### src/rtl/persiana_ctrl_n.sv
// Multi-level blind controller: homes to level 0 after reset, then moves the motor between
// sensed levels on valid/ready targets, with retargeting, reversal dead-time and a sticky fault.
module persiana_ctrl_n #(
    parameter int unsigned N_POS       = 3,
    parameter int unsigned DEAD_CYC    = 4,
    parameter int unsigned TIMEOUT_CYC = 1000,
    parameter int unsigned PW          = $clog2(N_POS)
) (
    input  logic             clk,
    input  logic             reset,
    input  logic             cmd_valid,
    input  logic [PW-1:0]    cmd_pos,
    output logic             cmd_ready,
    input  logic [N_POS-1:0] sens,
    output logic             subir,
    output logic             bajar,
    output logic [PW-1:0]    pos,
    output logic             busy,
    output logic             fault
);

    localparam int unsigned TW = $clog2(TIMEOUT_CYC + 1);
    localparam int unsigned DW = $clog2(DEAD_CYC + 1);

    typedef enum logic [2:0] {
        S_HOME,
        S_IDLE,
        S_UP,
        S_DOWN,
        S_DEAD,
        S_FAULT
    } state_t;

    state_t state_q, state_d;

    logic [N_POS-1:0] ss_meta_q, ss_q, ss_prev_q;
    logic [PW-1:0]    pos_q, pos_d;
    logic [PW-1:0]    target_q, target_d;
    logic [TW-1:0]    tcnt_q, tcnt_d;
    logic [DW-1:0]    dcnt_q, dcnt_d;
    logic             subir_q, subir_d;
    logic             bajar_q, bajar_d;
    logic             ready_q, ready_d;
    logic             busy_q, busy_d;
    logic             fault_q, fault_d;

    logic [N_POS-1:0] rise;
    logic             multi;
    logic             new_lvl;
    logic [PW-1:0]    lvl_idx;
    logic             hit_tgt;
    logic             accept;
    logic             cmd_in_range;
    logic             beyond;
    logic             tmo;
    logic             dead_done;

    assign rise         = ss_q & ~ss_prev_q;
    assign new_lvl      = |rise;
    assign multi        = (ss_q & (ss_q - N_POS'(1))) != '0;
    assign accept       = cmd_valid & ready_q;
    assign cmd_in_range = 32'(cmd_pos) < N_POS;
    assign beyond       = (state_q == S_UP) ? (cmd_pos > pos_q) : (cmd_pos < pos_q);
    assign tmo          = (tcnt_q == TW'(TIMEOUT_CYC - 1)) && !new_lvl;
    assign dead_done    = dcnt_q == DW'(DEAD_CYC - 1);

    // Level index of the (single) active synchronised sensor, and whether it is the target.
    always_comb begin
        lvl_idx = '0;
        hit_tgt = 1'b0;
        for (int unsigned k = 0; k < N_POS; k++) begin
            if (ss_q[k]) begin
                lvl_idx = PW'(k);
                if (PW'(k) == target_q) hit_tgt = 1'b1;
            end
        end
    end

    // State register.
    always_ff @(posedge clk or posedge reset) begin
        if (reset) state_q <= S_HOME;
        else       state_q <= state_d;
    end

    // Next state plus level/target/counter updates.
    always_comb begin
        state_d  = state_q;
        pos_d    = pos_q;
        target_d = target_q;
        unique case (state_q)
            S_HOME: begin
                if (ss_q[0]) begin
                    pos_d    = '0;
                    target_d = '0;
                    state_d  = S_DEAD;
                end else if (tmo) begin
                    state_d = S_FAULT;
                end
            end
            S_IDLE: begin
                if (accept && cmd_in_range) begin
                    if (cmd_pos > pos_q) begin
                        target_d = cmd_pos;
                        state_d  = S_UP;
                    end else if (cmd_pos < pos_q) begin
                        target_d = cmd_pos;
                        state_d  = S_DOWN;
                    end
                end
            end
            S_UP, S_DOWN: begin
                if (new_lvl) pos_d = lvl_idx;
                // A target behind or at the current level is parked as pending and served after DEAD.
                if (accept && cmd_in_range) begin
                    target_d = cmd_pos;
                    if (!beyond) state_d = S_DEAD;
                end else if (hit_tgt) begin
                    state_d = S_DEAD;
                end else if (tmo) begin
                    state_d = S_FAULT;
                end
            end
            S_DEAD: begin
                if (dead_done) begin
                    if (target_q > pos_q)      state_d = S_UP;
                    else if (target_q < pos_q) state_d = S_DOWN;
                    else                       state_d = S_IDLE;
                end
            end
            S_FAULT: ;
            default: state_d = S_FAULT;
        endcase
        if (multi) state_d = S_FAULT;

        tcnt_d = '0;
        if (state_d == state_q && !new_lvl &&
            (state_q == S_HOME || state_q == S_UP || state_q == S_DOWN)) begin
            tcnt_d = tcnt_q + TW'(1);
        end

        dcnt_d = '0;
        if (state_q == S_DEAD && state_d == S_DEAD) dcnt_d = dcnt_q + DW'(1);
    end

    // Output decode from the next state so every output is registered with its state.
    always_comb begin
        subir_d = 1'b0;
        bajar_d = 1'b0;
        ready_d = 1'b0;
        busy_d  = 1'b1;
        fault_d = 1'b0;
        unique case (state_d)
            S_HOME:  bajar_d = 1'b1;
            S_IDLE:  begin ready_d = 1'b1; busy_d = 1'b0; end
            S_UP:    begin subir_d = 1'b1; ready_d = 1'b1; end
            S_DOWN:  begin bajar_d = 1'b1; ready_d = 1'b1; end
            S_DEAD:  ;
            S_FAULT: begin busy_d = 1'b0; fault_d = 1'b1; end
            default: ;
        endcase
    end

    // Sensor synchroniser, datapath and output registers.
    always_ff @(posedge clk or posedge reset) begin
        if (reset) begin
            ss_meta_q <= '0;
            ss_q      <= '0;
            ss_prev_q <= '0;
            pos_q     <= '0;
            target_q  <= '0;
            tcnt_q    <= '0;
            dcnt_q    <= '0;
            subir_q   <= 1'b0;
            bajar_q   <= 1'b0;
            ready_q   <= 1'b0;
            busy_q    <= 1'b1;
            fault_q   <= 1'b0;
        end else begin
            ss_meta_q <= sens;
            ss_q      <= ss_meta_q;
            ss_prev_q <= ss_q;
            pos_q     <= pos_d;
            target_q  <= target_d;
            tcnt_q    <= tcnt_d;
            dcnt_q    <= dcnt_d;
            subir_q   <= subir_d;
            bajar_q   <= bajar_d;
            ready_q   <= ready_d;
            busy_q    <= busy_d;
            fault_q   <= fault_d;
        end
    end

    assign subir     = subir_q;
    assign bajar     = bajar_q;
    assign cmd_ready = ready_q;
    assign busy      = busy_q;
    assign fault     = fault_q;
    assign pos       = pos_q;

endmodule

### config.mk
export PLATFORM = sky130hd
export DESIGN_NAME = persiana_ctrl_n
export DESIGN_NICKNAME = d
export VERILOG_FILES = /design/src/rtl/persiana_ctrl_n.sv
export SDC_FILE = /design/constraint.sdc
export NUM_CORES = 1
export LEC_CHECK = 0
export BUFFER_PORTS_ARGS = -buffer_cell sky130_fd_sc_hd__buf_2
export CELL_PAD_IN_SITES_DETAIL_PLACEMENT = 2
export CELL_PAD_IN_SITES_GLOBAL_PLACEMENT = 2
export CORE_MARGIN = 5
export CORE_UTILIZATION = 25
export DETAILED_ROUTE_END_ITERATION = 10
export PLACE_DENSITY = 0.62
export SYNTH_ARGS = -nofsm -noshare
export SYNTH_HDL_FRONTEND = slang
export SYNTH_SLANG_ARGS = --single-unit
### constraint.sdc
create_clock -name clk -period 4.6 [get_ports clk]
set_input_delay 0.46 -clock clk [delete_from_list [all_inputs] [get_ports clk]]
set_output_delay 0.46 -clock clk [all_outputs]
set_load 0.03 [all_outputs]
==> results.json <==
{
  "status": "finished, final reports clean",
  "hold_class": "in -> async",
  "numCtsBuffers": 5,
  "hold_viol": 0,
  "startpoint": "tcnt_q[0]",
  "period_needed_ns": 2.520,
  "fin_crit_sh_pct": 54.79,
  "hold_ws_ns": 0.2626,
  "r2r-end": "tcnt_q[7]",
  "syn2layout_area_growth_pct": 15.69,
  "io_buffers": 14,
  "arrival_ns": 2.68,
  "grt_first_pass_wirelength_mm": 7.307,
  "ctsHtreeMaxLevel": 2,
  "regToRegSetupSlack_ns": 2.08,
  "syn_avg_cell_area_um2": 10.30,
  "drv_slew": 0,
  "die_h_um": 92.44,
  "ir_drop_uv": 91.22,
  "synth_nets": 180,
  "postCtsHoldBufs": 0,
  "core_mm2": 0.006719,
  "wl_mm": 4.206,
  "tns_ns": 0,
  "synthCells": 165,
  "max_clock_freq_ghz": 0.3968,
  "p_leak_nw": 0.8358,
  "pwr_density_cell_mw_per_mm2": 325.1,
  "synth_seq_cells": 34,
  "critPathKind": "reg -> reg",
  "worst_clock_skew_ns": 0.006626,
  "cts.sinks": 34,
  "num_vias": 1281,
  "via_per_inst": 4.852,
  "worstSetupStartpointType": "flip-flop",
  "r2r_cells": 7,
  "max_cap_viol_count": 0,
  "clockRootBuffer": "clkbuf_8",
  "finalSetupViolCount": 0,
  "clkTransAtPathRegs_ns": 0.07,
  "synthArstFlopShare_pct": 100.0,
  "grt_pass1_vias": 1491,
  "grt.total_usage_pct": 10.91,
  "ys_seq_area_share_pct": 50.15,
  "initial_core_util_pct": 25.29,
  "r2r_start": "tcnt_q[0]",
  "grt-ovfl-total": 0,
  "die_area_mm2": 0.008545,
  "critPathMaxFanout": 10,
  "cts_resized": 0,
  "dpl.cell_count": 256,
  "endpoint_kind": "flip-flop",
  "cts_buffer_depth": 2,
  "utilization_pct": 29.26,
  "n_antenna_cell": 0,
  "dp_hpwl_mm": 3.224,
  "total_power_mw": 0.6391,
  "synth.distinct_cells": 44,
  "io_pins": 15,
  "drt_iter0_markers": 76,
  "insertion_delay_ns": 0.29,
  "syn_area_mm2": 0.001699,
  "cts_setup_buffers": 0,
  "rsz0062_at_grt": "no",
  "worst_pin_slew_ns": 0.7283,
  "synthFlopType": "dfrtp_1",
  "drc": 0,
  "drtAntennaViolNets": 0,
  "relSlewSlack_pct": 50.77,
  "routedWlPerCell_um": 15.93,
  "antenna_found_initial": 0,
  "row_count": 30,
  "grt_max_degree": 35,
  "synth_warnings": 0,
  "cts_tree": "yes",
  "drtPass1Iterations": 4,
  "drive_gt1_share_pct": 23.91,
  "fp.dieW_um": 92.44,
  "nets": 198,
  "routabilityCongestion": 0.8578,
  "fin_cells": 264,
  "crit_required_ns": 4.76,
  "synth_edf_count": 0
}
[how the worst max path moves through the flow]
| stage | endpoint | cells after the start | slack [ns] |
|---|---|---|---|
| final | tcnt_q[7] | 7 | 2.08 |
| after global routing | tcnt_q[7] | 7 | 1.94 |
| after CTS | tcnt_q[7] | 7 | 2.05 |
| after detailed placement | tcnt_q[7] | 8 | 2.04 |
| after global placement | tcnt_q[3] | 8 | 2.10 |
| after floorplan | bajar | 8 | 2.37 |
[cell type report]
type                       instances  area [µm²]
fill                             736        4753
sequential                        34       852.1
multi-input combinational        113       769.5
tap                               80       100.1
timing repair buffer              15       77.57
clock buffer                       5       68.82
inverter                          14       52.55
clock inverter                     3       45.04
[routing by layer]
metal | wire (µm) | GRT usage (%)
met3 | 117 | 2.762
met4 | 93 | 4.455
met1 | 1972 | 14.10
met5 | 0 | 0
met2 | 2023 | 17.34
[cells by family (layout without fill, tap and decap cells)]
kind of cell	after synthesis	in the layout	share of synthesized area (%)
adder cells (fa/ha/maj)	8	8	5.744
AO/OA/AOI/OAI	29	29	11.19
buffers and inverters	18	37	4.565
XOR/XNOR	9	9	4.639
multiplexers	3	3	2.209
AND/OR/NAND/NOR	64	64	21.50
flip-flops	34	34	50.15
[cell usage after synthesis, types with 4 or more instances]
library cell  count  area share (%)
ha_1              7             5.2
nand3_1           7             2.1
nor2_1            7             1.5
nand2_1          10             2.2
inv_1            14             3.1
nor2b_1           4             1.5
a21oi_1          11             3.2
xnor2_1           5             2.6
dfrtp_1          33              49
o21ai_0           6             1.8
nor3_1            4             1.2
xor2_1            4             2.1
nor2_2           10             3.7
[worst max-delay path, stage by stage (launching register included)]
cell and delay, ns:
dfrtp_1 0.40, ha_1 0.25, nand2_1 0.08, nor4b_1 0.65, a21boi_2 0.13, nor3_1 0.31, or4b_1 0.50, nor2_2 0.08
[layout by cell type, fill, tap and decap left out, drive strengths merged, types with 2 or more instances in the layout]
cell       n
a21o       2
a21oi     11
a41oi      2
and2       2
and3       2
buf       15
clkbuf     5
clkinvlp   2
dfrtp     33
ha         7
inv       14
mux2       3
nand2     10
nand2b     3
nand3      7
nor2      17
nor2b      4
nor3       4
nor4       2
nor4b      2
o21ai      6
or2        3
or3        2
xnor2      5
xor2       4
[sequential cells by signal, summed over array words and instances, names as in the netlist]
signal / count
cmd_ready: 1
state_q: 3
fault: 1
dcnt_q: 3
tcnt_q: 10
ss_q: 3
pos: 2
ss_prev_q: 3
ss_meta_q: 3
target_q: 2
busy: 1
subir: 1
bajar: 1
[report_power, final]
group / leakage, nW / total (mW) / internal (mW) / switching, mW
Clock: 0.0504 / 0.277 / 0.161 / 0.116
Sequential: 0.432 / 0.313 / 0.306 / 0.00689
Combinational: 0.354 / 0.0490 / 0.0210 / 0.0280
Total: 0.836 / 0.639 / 0.488 / 0.151
[through the flow]
step / area [µm²] / worst slack (ns)
3_5_place_dp: 1852 / 2.044
2_1_floorplan: 1699 / 2.372
5_1_grt: 1966 / 1.939
4_1_cts: 1966 / 2.053
6_report: 1966 / 2.080
3_3_place_gp: 1852 / 2.101
(Power assumes the default switching activity.)
